File: src/rtl/mem_stage.sv
// MIPS memory stage: issues one load/store at a time to a request/ack memory port,
// extracts and extends load data, and raises address and bus-timeout exceptions.
module mem_stage #(
    parameter int unsigned TIMEOUT    = 256,
    parameter int unsigned BIG_ENDIAN = 1
) (
    input  logic        clk,
    input  logic        rst_n,
    input  logic        valid_in,
    input  logic [5:0]  opcode,
    input  logic [31:0] addr,
    input  logic [31:0] wdata,
    input  logic [4:0]  rd_in,
    output logic        stall,
    output logic        mem_req,
    output logic        mem_we,
    output logic [31:0] mem_addr,
    output logic [31:0] mem_wdata,
    output logic [3:0]  mem_be,
    input  logic        mem_ack,
    input  logic [31:0] mem_rdata,
    output logic        wb_valid,
    output logic [4:0]  wb_rd,
    output logic [31:0] wb_data,
    output logic        exc_adel,
    output logic        exc_ades,
    output logic        bus_err
);

    localparam logic [5:0] OpLb  = 6'h20;
    localparam logic [5:0] OpLh  = 6'h21;
    localparam logic [5:0] OpLw  = 6'h23;
    localparam logic [5:0] OpLbu = 6'h24;
    localparam logic [5:0] OpLhu = 6'h25;
    localparam logic [5:0] OpSb  = 6'h28;
    localparam logic [5:0] OpSh  = 6'h29;
    localparam logic [5:0] OpSw  = 6'h2B;

    localparam logic [1:0]  SzByte = 2'd0;
    localparam logic [1:0]  SzHalf = 2'd1;
    localparam logic [1:0]  SzWord = 2'd2;
    localparam logic        BeMode = (BIG_ENDIAN != 0);
    localparam logic [15:0] CntMax = 16'(TIMEOUT - 1);

    typedef enum logic {StIdle, StWait} state_e;

    state_e      state_q, state_d;
    logic [15:0] cnt_q, cnt_d;
    logic        mem_req_q, mem_req_d;
    logic        mem_we_q, mem_we_d;
    logic [31:0] mem_addr_q, mem_addr_d;
    logic [31:0] mem_wdata_q, mem_wdata_d;
    logic [3:0]  mem_be_q, mem_be_d;
    logic        ld_q, ld_d;
    logic [1:0]  size_q, size_d;
    logic        sign_q, sign_d;
    logic [1:0]  off_q, off_d;
    logic [4:0]  rd_q, rd_d;
    logic        wb_valid_q, wb_valid_d;
    logic [4:0]  wb_rd_q, wb_rd_d;
    logic [31:0] wb_data_q, wb_data_d;
    logic        exc_adel_q, exc_adel_d;
    logic        exc_ades_q, exc_ades_d;
    logic        bus_err_q, bus_err_d;

    logic        is_load, is_store, is_sign, misaligned;
    logic [1:0]  size_in;
    logic [1:0]  lane_in, lane_q;
    logic [3:0]  st_be;
    logic [31:0] st_data;
    logic [7:0]  ld_byte;
    logic [15:0] ld_half;
    logic [31:0] ld_data;

    // Decode the incoming opcode into access kind, size and extension.
    always_comb begin
        is_load  = 1'b0;
        is_store = 1'b0;
        is_sign  = 1'b0;
        size_in  = SzWord;
        case (opcode)
            OpLb:    begin is_load = 1'b1; size_in = SzByte; is_sign = 1'b1; end
            OpLh:    begin is_load = 1'b1; size_in = SzHalf; is_sign = 1'b1; end
            OpLw:    begin is_load = 1'b1; size_in = SzWord; end
            OpLbu:   begin is_load = 1'b1; size_in = SzByte; end
            OpLhu:   begin is_load = 1'b1; size_in = SzHalf; end
            OpSb:    begin is_store = 1'b1; size_in = SzByte; end
            OpSh:    begin is_store = 1'b1; size_in = SzHalf; end
            OpSw:    begin is_store = 1'b1; size_in = SzWord; end
            default: ;
        endcase
        misaligned = ((size_in == SzHalf) && addr[0]) ||
                     ((size_in == SzWord) && (addr[1:0] != 2'b00));
    end

    // Store lane enables and replicated write data; loads always enable the whole word.
    always_comb begin
        // Big-endian puts byte offset 0 in the top lane, i.e. lane = 3 - offset.
        lane_in = BeMode ? ~addr[1:0] : addr[1:0];
        st_be   = 4'b1111;
        st_data = wdata;
        if (is_store) begin
            case (size_in)
                SzByte: begin
                    st_be   = 4'b0001 << lane_in;
                    st_data = {4{wdata[7:0]}};
                end
                SzHalf: begin
                    st_be   = lane_in[1] ? 4'b1100 : 4'b0011;
                    st_data = {2{wdata[15:0]}};
                end
                default: ;
            endcase
        end
    end

    // Pick the addressed byte/half out of the returned word and extend it.
    always_comb begin
        lane_q  = BeMode ? ~off_q : off_q;
        ld_byte = mem_rdata[{lane_q, 3'b000} +: 8];
        ld_half = lane_q[1] ? mem_rdata[31:16] : mem_rdata[15:0];
        case (size_q)
            SzByte:  ld_data = sign_q ? {{24{ld_byte[7]}}, ld_byte} : {24'b0, ld_byte};
            SzHalf:  ld_data = sign_q ? {{16{ld_half[15]}}, ld_half} : {16'b0, ld_half};
            default: ld_data = mem_rdata;
        endcase
    end

    // Next-state logic: accept in IDLE, wait for ack or timeout in WAIT.
    always_comb begin
        state_d     = state_q;
        cnt_d       = cnt_q;
        mem_req_d   = mem_req_q;
        mem_we_d    = mem_we_q;
        mem_addr_d  = mem_addr_q;
        mem_wdata_d = mem_wdata_q;
        mem_be_d    = mem_be_q;
        ld_d        = ld_q;
        size_d      = size_q;
        sign_d      = sign_q;
        off_d       = off_q;
        rd_d        = rd_q;
        wb_rd_d     = wb_rd_q;
        wb_data_d   = wb_data_q;
        wb_valid_d  = 1'b0;
        exc_adel_d  = 1'b0;
        exc_ades_d  = 1'b0;
        bus_err_d   = 1'b0;
        unique case (state_q)
            StIdle: begin
                if (valid_in) begin
                    if (!is_load && !is_store) begin
                        wb_valid_d = 1'b1;
                        wb_rd_d    = rd_in;
                        wb_data_d  = addr;
                    end else if (misaligned) begin
                        exc_adel_d = is_load;
                        exc_ades_d = is_store;
                    end else begin
                        state_d     = StWait;
                        cnt_d       = 16'd0;
                        mem_req_d   = 1'b1;
                        mem_we_d    = is_store;
                        mem_addr_d  = {addr[31:2], 2'b00};
                        mem_be_d    = st_be;
                        mem_wdata_d = st_data;
                        ld_d        = is_load;
                        size_d      = size_in;
                        sign_d      = is_sign;
                        off_d       = addr[1:0];
                        rd_d        = rd_in;
                    end
                end
            end
            StWait: begin
                if (mem_ack) begin
                    state_d   = StIdle;
                    mem_req_d = 1'b0;
                    if (ld_q) begin
                        wb_valid_d = 1'b1;
                        wb_rd_d    = rd_q;
                        wb_data_d  = ld_data;
                    end
                end else if (cnt_q == CntMax) begin
                    // This was the last allowed request cycle: abandon the access.
                    state_d   = StIdle;
                    mem_req_d = 1'b0;
                    bus_err_d = 1'b1;
                end else begin
                    cnt_d = cnt_q + 16'd1;
                end
            end
            default: state_d = StIdle;
        endcase
    end

    // State and output registers; reset clears everything, aborting any access.
    always_ff @(posedge clk or negedge rst_n) begin
        if (!rst_n) begin
            state_q     <= StIdle;
            cnt_q       <= 16'd0;
            mem_req_q   <= 1'b0;
            mem_we_q    <= 1'b0;
            mem_addr_q  <= 32'd0;
            mem_wdata_q <= 32'd0;
            mem_be_q    <= 4'd0;
            ld_q        <= 1'b0;
            size_q      <= SzWord;
            sign_q      <= 1'b0;
            off_q       <= 2'd0;
            rd_q        <= 5'd0;
            wb_valid_q  <= 1'b0;
            wb_rd_q     <= 5'd0;
            wb_data_q   <= 32'd0;
            exc_adel_q  <= 1'b0;
            exc_ades_q  <= 1'b0;
            bus_err_q   <= 1'b0;
        end else begin
            state_q     <= state_d;
            cnt_q       <= cnt_d;
            mem_req_q   <= mem_req_d;
            mem_we_q    <= mem_we_d;
            mem_addr_q  <= mem_addr_d;
            mem_wdata_q <= mem_wdata_d;
            mem_be_q    <= mem_be_d;
            ld_q        <= ld_d;
            size_q      <= size_d;
            sign_q      <= sign_d;
            off_q       <= off_d;
            rd_q        <= rd_d;
            wb_valid_q  <= wb_valid_d;
            wb_rd_q     <= wb_rd_d;
            wb_data_q   <= wb_data_d;
            exc_adel_q  <= exc_adel_d;
            exc_ades_q  <= exc_ades_d;
            bus_err_q   <= bus_err_d;
        end
    end

    assign stall     = (state_q == StWait);
    assign mem_req   = mem_req_q;
    assign mem_we    = mem_we_q;
    assign mem_addr  = mem_addr_q;
    assign mem_wdata = mem_wdata_q;
    assign mem_be    = mem_be_q;
    assign wb_valid  = wb_valid_q;
    assign wb_rd     = wb_rd_q;
    assign wb_data   = wb_data_q;
    assign exc_adel  = exc_adel_q;
    assign exc_ades  = exc_ades_q;
    assign bus_err   = bus_err_q;

endmodule

File: config.mk
export PLATFORM = sky130hd
export DESIGN_NAME = mem_stage
export DESIGN_NICKNAME = d
export VERILOG_FILES = /design/src/rtl/mem_stage.sv
export SDC_FILE = /design/constraint.sdc
export NUM_CORES = 1
export LEC_CHECK = 0
export ABC_AREA = 1
export BUFFER_PORTS_ARGS = -buffer_cell sky130_fd_sc_hd__buf_2
export CORE_AREA = 2 2 165 119
export CTS_CLUSTER_SIZE = 30
export DETAILED_ROUTE_END_ITERATION = 7
export DIE_AREA = 0 0 167 121
export GPL_TIMING_DRIVEN = 0
export PLACE_DENSITY = 0.64
export REMOVE_ABC_BUFFERS = 1
export SETUP_SLACK_MARGIN = 0.02
export SLEW_MARGIN = 10
export SYNTH_ARGS = -nofsm -noshare
export SYNTH_HDL_FRONTEND = slang
export SYNTH_SLANG_ARGS = --single-unit
File: constraint.sdc
create_clock -name clk -period 1.7 [get_ports clk]
set_input_delay 0.17 -clock clk [delete_from_list [all_inputs] [get_ports clk]]
set_output_delay 0.17 -clock clk [all_outputs]
set_load 0.005 [all_outputs]
# Word level (Yosys, flattened, before mapping)
# Cells that the tools add are included.
# word_totals
memories	0
wordCells	122
inputBits	111
ramBits	0
regBits	137
romBits	0
latch_bits	0
output_inout_bits	112
# classes
shift	2
n_reduce_logical	18
n_div	0
eq_ne	21
n_lt_le_gt_ge	0
n_mux	57
bitwise	5
mul	0
addsub	1
# ops
op	n
two-way mux 32 bit	7
one-hot mux 32 bit (2 select lines)	3
two-way mux 16 bit	6
== test 6 bit (second input constant)	8
one-hot mux 16 bit (2 select lines)	1
variable part select 32 x 6 -> 8 bit	1
two-way mux 1 bit	28
two-way mux 5 bit	4
adder 16 x 1 -> 16 bit (second input constant)	1
== test 16 x 8 -> 1 bit (second input constant)	1
!= test 2 bit (second input constant)	7
AND reduction 4 bit	3
one-hot mux 5 bit (2 select lines)	1
OR reduction 3 bit	3
two-way mux 4 bit	2
one-hot mux 4 bit (2 select lines)	1
one-hot mux 1 bit (2 select lines)	3
AND reduction 5 bit	1
OR reduction 5 bit	1
== test 2 x 1 -> 1 bit (second input constant)	2
zero test 2 bit	2
inverter 2 bit	2
one-hot mux 2 bit (2 select lines)	1
left shift 1 x 2 -> 4 bit (first input constant)	1
9 further kinds	14

# Longest topological paths before layout
# Gate-level depths: netlist of the first run.
# depth
depth_word	10
depth_mapped	12
mapped_depth_nobuf	11

# Worst setup path before layout of the first run
# No wires, ideal clock.
# synth_path
path_type	register to register
startpoint	register cnt_q[0]
endpoint	register cnt_q[6]
n_path_buf	1
synth_period_minus_slack_ps	1601
setup_ps	117
required_time_ps	1583
setup_slack_ps	99
stages_incl_launch_ff	12
arrival_ps	1485
cell_sequence	dfrtp_1 ha_1 nand2_2 nor2_2 nand2_1 nor2_1 nand3_1 nand2_2 nand2_4 buf_6 nand2_1 nand2_1
# synth_via
elab_chain_len	4
word_cells_on_any_way	7
classes_between	add/sub: 1; eq/ne: 2; mux: 3; reduce/logical: 1
# synth_lines
item	line_no	source
start, declared	48	logic [15:0] cnt_q, cnt_d;
start signal, assigned	220	cnt_q <= cnt_d;
adder 16 x 1 -> 16 bit	190	cnt_d = cnt_q + 16'd1;
two-way mux 16 bit	184	end else if (cnt_q == CntMax) begin
two-way mux 16 bit	176	if (mem_ack) begin
one-hot mux 16 bit (2 select lines)	149	unique case (state_q)
# Parallel ways exist; a longest one is shown, timed or not. The select of a mux whose other input is x is not followed.
# A chain may end at the register's enable or synchronous reset.

# Final worst setup path of the first run
# layout_path
startpoint	register cnt_q[1]
endpoint	register cnt_q[1]
# The elaborated chain is that of the path after synthesis.

==> metrics, run 1 <==
status=finished clean; Remaining DRCs=0; final WL=about 26 mm; placed insts=around 1.4k; Min Clock Period, post-route=1620 ps; layout cells sized above 1=0.287; routed len/inst=roughly 17 µm; Cell Area, Synth=between 0.007 and 0.008 mm²; async set-reset flop share out of synthesis=1.00; RR Endpoint=cnt_q[1]; Final Util=0.540; htree depth=4; CTS tree=yes; Leak=5.48 nW; first-pass GRT wire length=between 30 and 40 mm; ys flop type=dfrtp_1; post-synthesis register bit count=between 100 and 150; RR Startpoint=cnt_q[1]; worst-case clock buffer depth=2; Clock Tree Root=clkbuf_16; Via Count=7592; Slew headroom=0.593; setup slack, reg-to-reg=80 ps; critical path endpoint=cnt_q[1]; Yosys cell types=31; Arr. time, crit path=between 1500 and 2000 ps; pwr dens=1030 mW/mm²; max-cap violations=0; post-route ant nets=0; Global Route Usage Sum=0.249; RSZ-0062 raised after global routing=yes; setup tns final=0 ps; remaining global-route overflow=0; Avg Cell Area, Syn=just over 7 µm²; placement row count=between 40 and 50; Final Cell Area=~0.010 mm²; Final Slew Violations=0; CP Capture Type=flip-flop; synthesized instance count=between 1k and 1.5k; HP Start=addr[24]; vias in the first global route=around 7.2k; Initial Util=0.396; Worst Path Required=2060 ps; Placement Cell Area=0.00852 mm²; Critical Path Start=cnt_q[1]; pin count of the biggest net entering global routing=between 90 and 100; Top-Level Pins=223; critical path class=flip-flop to flip-flop; fmax=~0.62 GHz; initial antenna violation count=2; critical path fanouts, max=9; Pwr Total=between 10 and 15 mW; Hold WC Path Type=input pin to flip-flop; # setup viols final=0; clk_lat worst skew=420 ps; register area share after synthesis=0.467; dpl hpwl=15.2 mm; TritonCTS Buffers=17; Final Cycle Share=0.955; Post-layout nets=between 1k and 1.5k; yosys warns=0; Post-Route Skew=7.35 ps; drt pass-1 iters=5; Finished Layout Cells=roughly 1.5k; Vias/cell=approximately 5; Worst VDD drop=around 0.53 mV; Final Wtd Congestion=approximately 0.81; area of the die=0.0202 mm²; Worst Max-Slew Pin Slew=just over 600 ps; CP Launch Type=flip-flop; Die X=between 150 and 200 µm; core footprint=approximately 0.019 mm²; drt initial violations=roughly 900; Post-synth EDFFs=0; Clock transition at path regs=~60 ps; Die Ht=about 120 µm; cell depth of the worst flop-to-flop path=10; final hold violation count=0; clock sink count=between 100 and 150; Syn-to-layout area delta=36.4%; Buffers on Ports=220
[worst max-delay path: stages (launching register included)]
cell	delay, ps
dfrtp_1	390
ha_4	170
nand2_4	80
nor2_4	110
nand2_2	80
nor2_2	100
nand3_2	110
nand2_4	190
buf_12	150
nand3_1	80
nand2_1	80
[cell type report]
type	count	area, µm²
Clock inverter	11	75.1
Antenna cell	2	5.00
Tap cell	242	303
Clock buffer	20	457
Fill cell	1817	8530
Timing Repair Buffer	294	1890
Inverter	77	320
Multi-Input combinational cell	754	3510
Timing Repair inverter	2	16.3
Sequential cell	137	3440
[worst min path at each step]
stage,end,depth (start not counted)
global route,mem_addr[22],3
floorplan,bus_err,0
CTS,mem_addr[24],3
global placement,mem_addr[5],3
finish,mem_addr[24],3
detailed placement,wb_rd[1],1
[metrics by stage]
stage | hold WS [ps] | setup slack, ps
finish | 13.5 | 76.4
global route | 10.9 | 3.19
CTS | 4.85 | 24.1
detailed placement | 81.9 | -1460
global placement | 386 | -2920
floorplan | -126 | -1190
[report_power, final]
group | internal, mW | switching [mW] | total [mW]
Combinational | 1.20 | 1.50 | 2.70
Clock | 1.93 | 1.47 | 3.40
Sequential | 3.90 | 0.368 | 4.27
[kinds of logic after synthesis]
logic type | Yosys count | synth area share
AO/OA/AOI/OAI | 135 | 0.103
XOR/XNOR | 7 | 0.00834
adder cells (fa/ha/maj) | 1 | 0.00170
AND/OR/NAND/NOR | 601 | 0.333
other | 1 | 0.000510
flip-flops | 137 | 0.467
buffers and inverters | 128 | 0.0867
[placed cells by master (no fill, tap or decap), drive strengths merged]
master	n
o21ai	81
a21oi	51
nor3b	2
buf	266
dfstp	1
nand3	63
inv	76
clkinv	10
or2	1
o22ai	1
xor2	7
nor2	65
dlygate4sd3	27
o21bai	2
conb	2
nor3	6
diode	2
nand2	467
nand4	5
ha	1
dfrtp	136
clkinvlp	4
clkbuf	21
[metal layers]
layer | global-route usage | vias up | share of wire
met5 | 0 | - | 0
met4 | 0.0733 | 0 | 0.018
met3 | 0.0554 | 29 | 0.072
met2 | 0.384 | 314 | 0.45
met1 | 0.351 | 3509 | 0.46
li1 | - | 3740 | -
[cells in the mapped netlist, drive strengths merged, types with 5 or more instances]
| cell type | instances | area share |
|---|---|---|
| nand2 | 465 | 0.24 |
| nor3 | 6 | 0.0041 |
| dfrtp | 136 | 0.46 |
| xor2 | 7 | 0.0083 |
| inv | 75 | 0.038 |
| nand4 | 5 | 0.0043 |
| a21oi | 51 | 0.035 |
| nand3 | 61 | 0.045 |
| clkbuf | 15 | 0.0077 |
| o21ai | 81 | 0.065 |
| buf | 36 | 0.040 |
| nor2 | 61 | 0.038 |
[flip-flops by register name (all words and copies together), names as in the netlist]
register   flops
size_q         2
stall          1
sign_q         1
exc_ades       1
mem_we         1
mem_be         4
off_q          2
mem_addr      30
wb_valid       1
mem_wdata     32
exc_adel       1
rd_q           5
cnt_q         16
wb_rd          5
wb_data       32
mem_req        1
ld_q           1
bus_err        1
[repair_timing]
action | in CTS | in global routing
cloned | 7 | 4
setup buffers | 31 | 11
hold endpoints to repair | 69 | 0
endpoints found under the setup margin | 136 | 87
pin swaps | 12 | 8
hold buffers | 27 | 0
resized for setup | 28 | 22
Note: power is estimated with default switching activity, not from simulation.
==> run 2: changes to the inputs <==
==> constraint.sdc (replaced) <==
create_clock -name clk -period 1.7 [get_ports clk]
set_input_delay 0 -clock clk [delete_from_list [all_inputs] [get_ports clk]]
set_output_delay 0 -clock clk [all_outputs]
set_load 0.005 [all_outputs]
==> run 2 against run 1 <==
Effect of this change: sequential share of layout area decreased by 2.1 points; via count increased by 3.0%; flip-flop and latch count did not move; hold slack improved by 16 ps; combinational power rose by 5%; final area increased by 6.7%; core utilization is 3.6 points higher; die area unchanged; clock skew hardly changed; maximum frequency shrank 2.2%; setup slack worse by 36 ps; sequential power about the same; critical path type unchanged.
==> metrics, run 2 (synthesized netlist as in run 1, its figures left out) <==
routed len/inst=16.5 µm (-1.4%); pwr dens=982 mW/mm² (-5.0%); Die X=167 µm (unchanged); CP Launch Type=flip-flop; htree depth=4 (unchanged); CP Capture Type=flip-flop; Buffers on Ports=220 (unchanged); Syn-to-layout area delta=45.5%; Min Clock Period, post-route=1660 ps (+36.5 ps); vias in the first global route=7527 (+5.2%); Die Ht=121 µm (unchanged); Final Cell Area=0.0107 mm² (+6.7%); Post-layout nets=1456 (+4.4%); critical path fanouts, max=5 (-4); pin count of the biggest net entering global routing=95 (unchanged); final WL=26.4 mm (+2.5%); Final Util=0.576 (+0.0361); drt initial violations=755 (-16%); cell depth of the worst flop-to-flop path=10 (unchanged); area of the die=0.0202 mm² (unchanged); Placement Cell Area=0.00852 mm² (unchanged); final hold violation count=0 (unchanged); Hold WC Path Type=input pin to flip-flop; most common cell after layout, fill and taps aside=nand2_1; layout cells sized above 1=0.274 (-0.0137); critical path class=flip-flop to flip-flop; fmax=0.602 GHz (-2.2%); setup slack, reg-to-reg=40 ps (-40 ps); drt pass-1 iters=5 (unchanged); Worst VDD drop=0.530 mV (+0.53%); FILL cells=1741 (-4.2%); # setup viols final=0 (unchanged); Final Cycle Share=0.977 (+0.0215); initial antenna violation count=2 (unchanged); worst-case clock buffer depth=2 (unchanged); Arr. time, crit path=2020 ps (+40 ps); Leak=5.75 nW (+5.0%); Top-Level Pins=223 (unchanged); Global Route Usage Sum=0.255 (+0.00665); post-route ant nets=0 (unchanged); first-pass GRT wire length=40.1 mm (+2.9%); status=finished clean; clk_lat worst skew=420 ps (about the same); remaining global-route overflow=0 (unchanged); TritonCTS Buffers=17 (unchanged); Final Wtd Congestion=0.810 (unchanged); Final Slew Violations=0 (unchanged); Remaining DRCs=0 (unchanged); Post-Route Skew=7.53 ps (+0.180 ps); Clock Tree Root=clkbuf_16; Initial Util=0.396 (unchanged); Worst Path Required=2060 ps (about the same); Clock transition at path regs=60 ps (about the same); most frequent cells in the layout=nand2_1, buf_2, dfrtp_1; dpl hpwl=15.2 mm (unchanged); max-cap violations=0 (unchanged); Slew headroom=0.586 (-0.00709); Worst Max-Slew Pin Slew=620 ps (+9.81 ps); hold path cells=7 (+4); Via Count=7821 (+3.0%); RSZ-0062 raised after global routing=yes; setup tns final=0 ps (unchanged); clock sink count=137 (unchanged); final hold slack=29.5 ps (+16.1 ps); CTS tree=yes; core footprint=0.0186 mm² (unchanged); Vias/cell=4.89 (-0.91%); placement row count=42 (unchanged)
[run 2: final cells by class]
type,count,area [µm²],area share
diodes,2,5.00,0.000468
clock buffers,20,457,0.0427
clock inverters,11,75.1,0.00702
inverters,77,320,0.0300
multi-input cells,753,3540,0.331
flip-flops and latches,137,3440,0.322
well taps,242,303,0.0283
repair buffers,357,2550,0.238
repair inverters,1,7.51,0.000702
[run 2: metal layers]
layer  routed length, µm  GRT usage
met1               12100      0.355
met2               11900      0.403
met3                1880     0.0532
met4                 501     0.0781
met5                   0          0
[run 2: per-stage QoR]
step / worst slack, ps / std cells / power (mW)
finish: 39.9 / 1600 / 10.5
global route: -18.1 / 1600 / 11.1
CTS: 24.1 / 1585 / 10.4
detailed placement: -1460 / 1426 / 6.56
global placement: -2920 / 1422 / 6.51
floorplan: -1190 / 960 / 5.40
[run 2: worst paths after layout]
| kind | startpoint | endpoint |
|---|---|---|
| min in group asynchronous | rst_n | wb_rd[1] |
| worst max register to register | cnt_q[1] | cnt_q[2] |
| worst min register to register | wb_rd[2] | wb_rd[2] |
| worst max-delay path | cnt_q[1] | cnt_q[2] |
| worst min-delay path | mem_rdata[10] | wb_data[10] |
| max in group asynchronous | rst_n | stall |
[run 2: what timing repair did]
item,CTS,global route
pin swaps,12,7
gates cloned,7,3
hold buffers,90,0
buffers inserted,31,10
setup endpoints to repair,136,73
hold endpoints to repair,242,0
resized for setup,28,28
[run 2: critical path, stage by stage, from the launching register on]
cell and delay [ps]:
dfrtp_1 400, ha_4 170, nand2_4 70, nor2_4 110, nand2_2 90, nor2_4 140, nand3_4 120, nand2_8 160
clkbuf_16 160, nand3_1 80, nand2_1 80
[run 2: report_power, final]
part | internal, mW | switching (mW) | leakage [nW]
Combinational | 1.31 | 1.54 | 3.74
Sequential | 3.90 | 0.370 | 1.75
Clock | 1.93 | 1.46 | 0.262
